**src/rtl/rf_wb_scheduler.sv**
```systemverilog
// rtl/rf_wb_scheduler.sv - round-robin write-back arbiter and RAW/WAW scoreboard for the register file
module rf_wb_scheduler #(
  parameter int XLEN = 32,
  parameter int NREG = 32,
  localparam int AW = $clog2(NREG)
) (
  input  logic            clk,
  input  logic            rst,
  input  logic            alu_valid,
  output logic            alu_ready,
  input  logic [AW-1:0]   alu_rd,
  input  logic [XLEN-1:0] alu_data,
  input  logic            lsu_valid,
  output logic            lsu_ready,
  input  logic [AW-1:0]   lsu_rd,
  input  logic [XLEN-1:0] lsu_data,
  input  logic            iss_valid,
  input  logic [AW-1:0]   iss_rd,
  input  logic [AW-1:0]   rs1,
  input  logic [AW-1:0]   rs2,
  output logic            hazard,
  output logic            rf_we,
  output logic [AW-1:0]   rf_a3,
  output logic [XLEN-1:0] rf_wd3,
  output logic [NREG-1:0] pending
);

  typedef enum logic {
    PRI_ALU = 1'b0,
    PRI_LSU = 1'b1
  } pri_t;

  pri_t            rr_ptr;
  pri_t            rr_next;
  logic [NREG-1:0] pending_next;

  always_comb begin
    alu_ready = 1'b0;
    lsu_ready = 1'b0;
    rr_next   = rr_ptr;
    if (rst) begin
      if (alu_valid && (!lsu_valid || rr_ptr == PRI_ALU)) begin
        alu_ready = 1'b1;
      end else if (lsu_valid) begin
        lsu_ready = 1'b1;
      end
    end
    if (alu_ready) begin
      rr_next = PRI_LSU;
    end else if (lsu_ready) begin
      rr_next = PRI_ALU;
    end
  end

  // Sources cover RAW, the issuing destination covers WAW; x0 never stalls.
  always_comb begin
    hazard = ((rs1 != '0) && pending[rs1])
           || ((rs2 != '0) && pending[rs2])
           || (iss_valid && (iss_rd != '0) && pending[iss_rd]);
  end

  // Clear applied before set so a same-edge reissue of the written register wins.
  always_comb begin
    pending_next = pending;
    if (rf_we) begin
      pending_next[rf_a3] = 1'b0;
    end
    if (iss_valid && !hazard && (iss_rd != '0)) begin
      pending_next[iss_rd] = 1'b1;
    end
    pending_next[0] = 1'b0;
  end

  always_ff @(posedge clk) begin
    if (!rst) begin
      rr_ptr  <= PRI_ALU;
      pending <= '0;
      rf_we   <= 1'b0;
      rf_a3   <= '0;
      rf_wd3  <= '0;
    end else begin
      rr_ptr  <= rr_next;
      pending <= pending_next;
      if (alu_ready) begin
        rf_we  <= (alu_rd != '0);
        rf_a3  <= alu_rd;
        rf_wd3 <= alu_data;
      end else if (lsu_ready) begin
        rf_we  <= (lsu_rd != '0);
        rf_a3  <= lsu_rd;
        rf_wd3 <= lsu_data;
      end else begin
        rf_we  <= 1'b0;
      end
    end
  end

endmodule
```
**config.mk**
```make
export PLATFORM = sky130hd
export DESIGN_NAME = rf_wb_scheduler
export DESIGN_NICKNAME = d
export VERILOG_FILES = /design/src/rtl/rf_wb_scheduler.sv
export SDC_FILE = /design/constraint.sdc
export NUM_CORES = 1
export LEC_CHECK = 0
export ABC_AREA = 1
export ABC_CLOCK_PERIOD_IN_PS = 3600
export BUFFER_PORTS_ARGS = -buffer_cell sky130_fd_sc_hd__buf_4
export CAP_MARGIN = 0
export CORE_ASPECT_RATIO = 1.25
export CORE_MARGIN = 3
export CORE_UTILIZATION = 53
export CTS_CLUSTER_DIAMETER = 150
export DETAILED_ROUTE_END_ITERATION = 7
export PLACE_DENSITY = 0.86
export SYNTH_ARGS = -nofsm -noshare
export SYNTH_HDL_FRONTEND = slang
export SYNTH_SLANG_ARGS = --single-unit
```
**constraint.sdc**
```tcl
create_clock -name clk -period 3.6 [get_ports clk]
set_input_delay 0 -clock clk [delete_from_list [all_inputs] [get_ports clk]]
set_output_delay 0 -clock clk [all_outputs]
set_load 0.01 [all_outputs]
```
==> metrics <==
result of the run finished, violations left; violated checks DRC; nets 971; cell family contributing the most delay on the critical path simple AND/OR/NAND/NOR gates; Buf+Inv Stages, Crit Path 3; die footprint 9210 um2; top cell type's share of synthesized area 32.7%; leakage 2.88 nW; initial DRC count 1221; delay of the slowest critical-path stage 790 ps; Syn. warnings 0; Rel. slew slack 20.4%; clock root cell clkbuf_8; Worst setup SP type flop; residual DRC count 5; GRT met2 Usage 72.2%; Post-synth ARST share 0%; CTS buffer count 9; critical path class flop to flop; CP Max Fanout 40; Clock transition at path regs 70 ps; Max Slew Vio Count 0; Slew @ Worst Pin 1190 ps; top cells by instance count after synthesis nand2_1, o21ai_0, dfxtp_1; Cell Area, Synth 4290 um2; Syn Nets 759; max cap viols 0; final hold vios 0; Levels on crit path 9; global-route wire length before repair 31.8 mm; routed len/inst 21.0 um; Tcrit/Tclk final 94.9%; busiest grt layer met2; synth top area cells dfxtp_1, nand2_1, o21ai_0; slowest CP cell nand2_1; I/O Buffers 165; Max Buffers Root-to-Sink 2; hold crit path type input port to flop; 1st-pass router iterations 8; pre-CTS setup slack 1160 ps; CP required 3830 ps; Die Y 107 um; post-layout minimum cycle time 3410 ps; Syn Area/Cell 6.45 um2; Setup TNS 0 ps; fillers 494; chip width 86.4 um; final std cells w/o fill 977; hpwl dp 11.7 mm; Starting Density 54.7%; Core Rows 36; largest area contributor in the netlist dfxtp_1; pin count of the biggest net entering global routing 41; Vias 6255; Total GRT Usage 44.2%; Setup Viol. Count Final 0; Layout area overhead 47.5%; Core Region 7840 um2; crit-path cells nand2_1, nand2_1, nor2_2, inv_1, buf_4, nand2_1, o21ai_0, a21oi_1, dlygate4sd3_1; Post-Route Skew 12.7 ps; GRT met1 Usage 50.1%; hold depth 3; final worst setup slack 185 ps; #FFs+latches synth 70; Fmax 293 MHz; H-tree levels 3; layout cells sized above 1 23.4%; grt met3 use 11.3%; Worst Path Arrival 3650 ps; Most common cell on crit path nand2_1; Routability Congestion 0.984; Synth Instances 665; register area share after synthesis 32.7%; initial antenna violation count 0; Main synth FF type dfxtp_1; most frequent cell after synthesis nand2_1; CTS tree yes; Multi-input gate area 2370 um2; insertion delay to the later sink of the worst-skew pair 350 ps; Post-synth EDFFs 0; RSZ-0062 raised after global routing no; global route overflow 0; Boundary Pins 167; FF+latch area 1400 um2; CTS Sinks 70; CP Capture Type flop; worst vdd ir 0.288 mV; Via-to-Cell Ratio 6.40; pwr/cell area 320 nW/um2; antenna viol nets, final 0; final core utilization 80.7%; ant diodes 0; placed cell count 887; final WL 20.5 mm; FF-to-FF path depth 9; vias in the first global route 6102; Yosys cell types 29
-- per-stage QoR --
stage                     power (mW)  hold WS [ps]  instance area (um2)
after detailed placement        1.29           237                 5400
after global routing            2.07          25.3                 6320
after global placement          1.28           230                 5400
after CTS                       1.96          3.25                 6320
final                           2.02          35.8                 6320
after floorplan                 1.09           138                 4290
-- cell type report --
cell class | instances | share of cell area (%)
clock buffer | 14 | 2.73
clock inverter | 2 | 0.237
tap | 95 | 1.88
multi-input combinational | 493 | 37.5
inverter | 60 | 3.72
timing repair buffer | 243 | 31.8
sequential | 70 | 22.2
-- sequential cells by signal (all words and copies together) (netlist names) --
register  flops
rf_a3         5
rf_wd3       32
rf_we         1
rr_ptr        1
pending      31
-- cells in the final DEF, fill, tap and decap left out --
cell type and count:
a21oi_1 56, nand4_1 37, nand3_2 3, a31oi_1 3, dlygate4sd3_1 74, inv_1 55, o21ai_0 82, o211ai_1 1
a21oi_2 1, clkbuf_1 2, nand2_2 7, nor3_1 22, dfxtp_1 70, conb_1 1, inv_2 3, nand3_1 45
o221ai_1 15, nor4_1 1, buf_4 169, nand2_4 2, clkbuf_8 12, nor2_2 4, nor2_8 1, o21ai_1 1
nor2_1 56, nand2_1 155, inv_6 2, clkinvlp_4 2
-- worst register-to-register path: stages (launching register included) --
cell	delay (ps)
dfxtp_1	370
nand2_1	110
nand2_1	150
nor2_2	60
inv_1	70
buf_4	340
nand2_1	800
o21ai_0	690
a21oi_1	130
dlygate4sd3_1	590
-- worst paths after layout --
kind                               start                       to  slack [ps]
setup / recovery     rr_ptr$_SDFFE_PN0P_  rf_wd3[27]$_SDFFE_PN0P_         190
hold / removal               lsu_data[8]   rf_wd3[8]$_SDFFE_PN0P_          40
setup reg to reg     rr_ptr$_SDFFE_PN0P_  rf_wd3[27]$_SDFFE_PN0P_         190
hold reg to reg   pending[19]$_SDFF_PN0_   pending[19]$_SDFF_PN0_         500
-- report_power, final --
group,switching (mW),total (mW),internal [mW]
Sequential,0.0484,0.864,0.816
Combinational,0.302,0.550,0.248
Clock,0.301,0.608,0.308
-- what timing repair did --
| item | 4_1_cts | 5_1_grt |
|---|---|---|
| setup buffers | 0 | 0 |
| hold endpoints to repair | 39 | 0 |
| resized for setup | 0 | 0 |
| hold buffers | 74 | 0 |
| setup endpoints to repair | 0 | 0 |
-- metal layers --
metal  part of all wire (%)  vias to the layer above
met5                      0                        -
met4                    8.0                        0
met3                     12                      163
met2                     47                      637
met1                     33                     2783
li1                       -                     2672
-- logic make-up (layout without fill, tap and decap cells) --
family,Yosys count,in the layout,synth area share [%]
and+or+nand+nor,333,333,35.1
other,1,1,0.0875
DFF,70,70,32.7
AOI/OAI and AO/OA,159,159,20.1
buffers and inverters,102,319,12.0
Power figures use the tool's default switching activity.
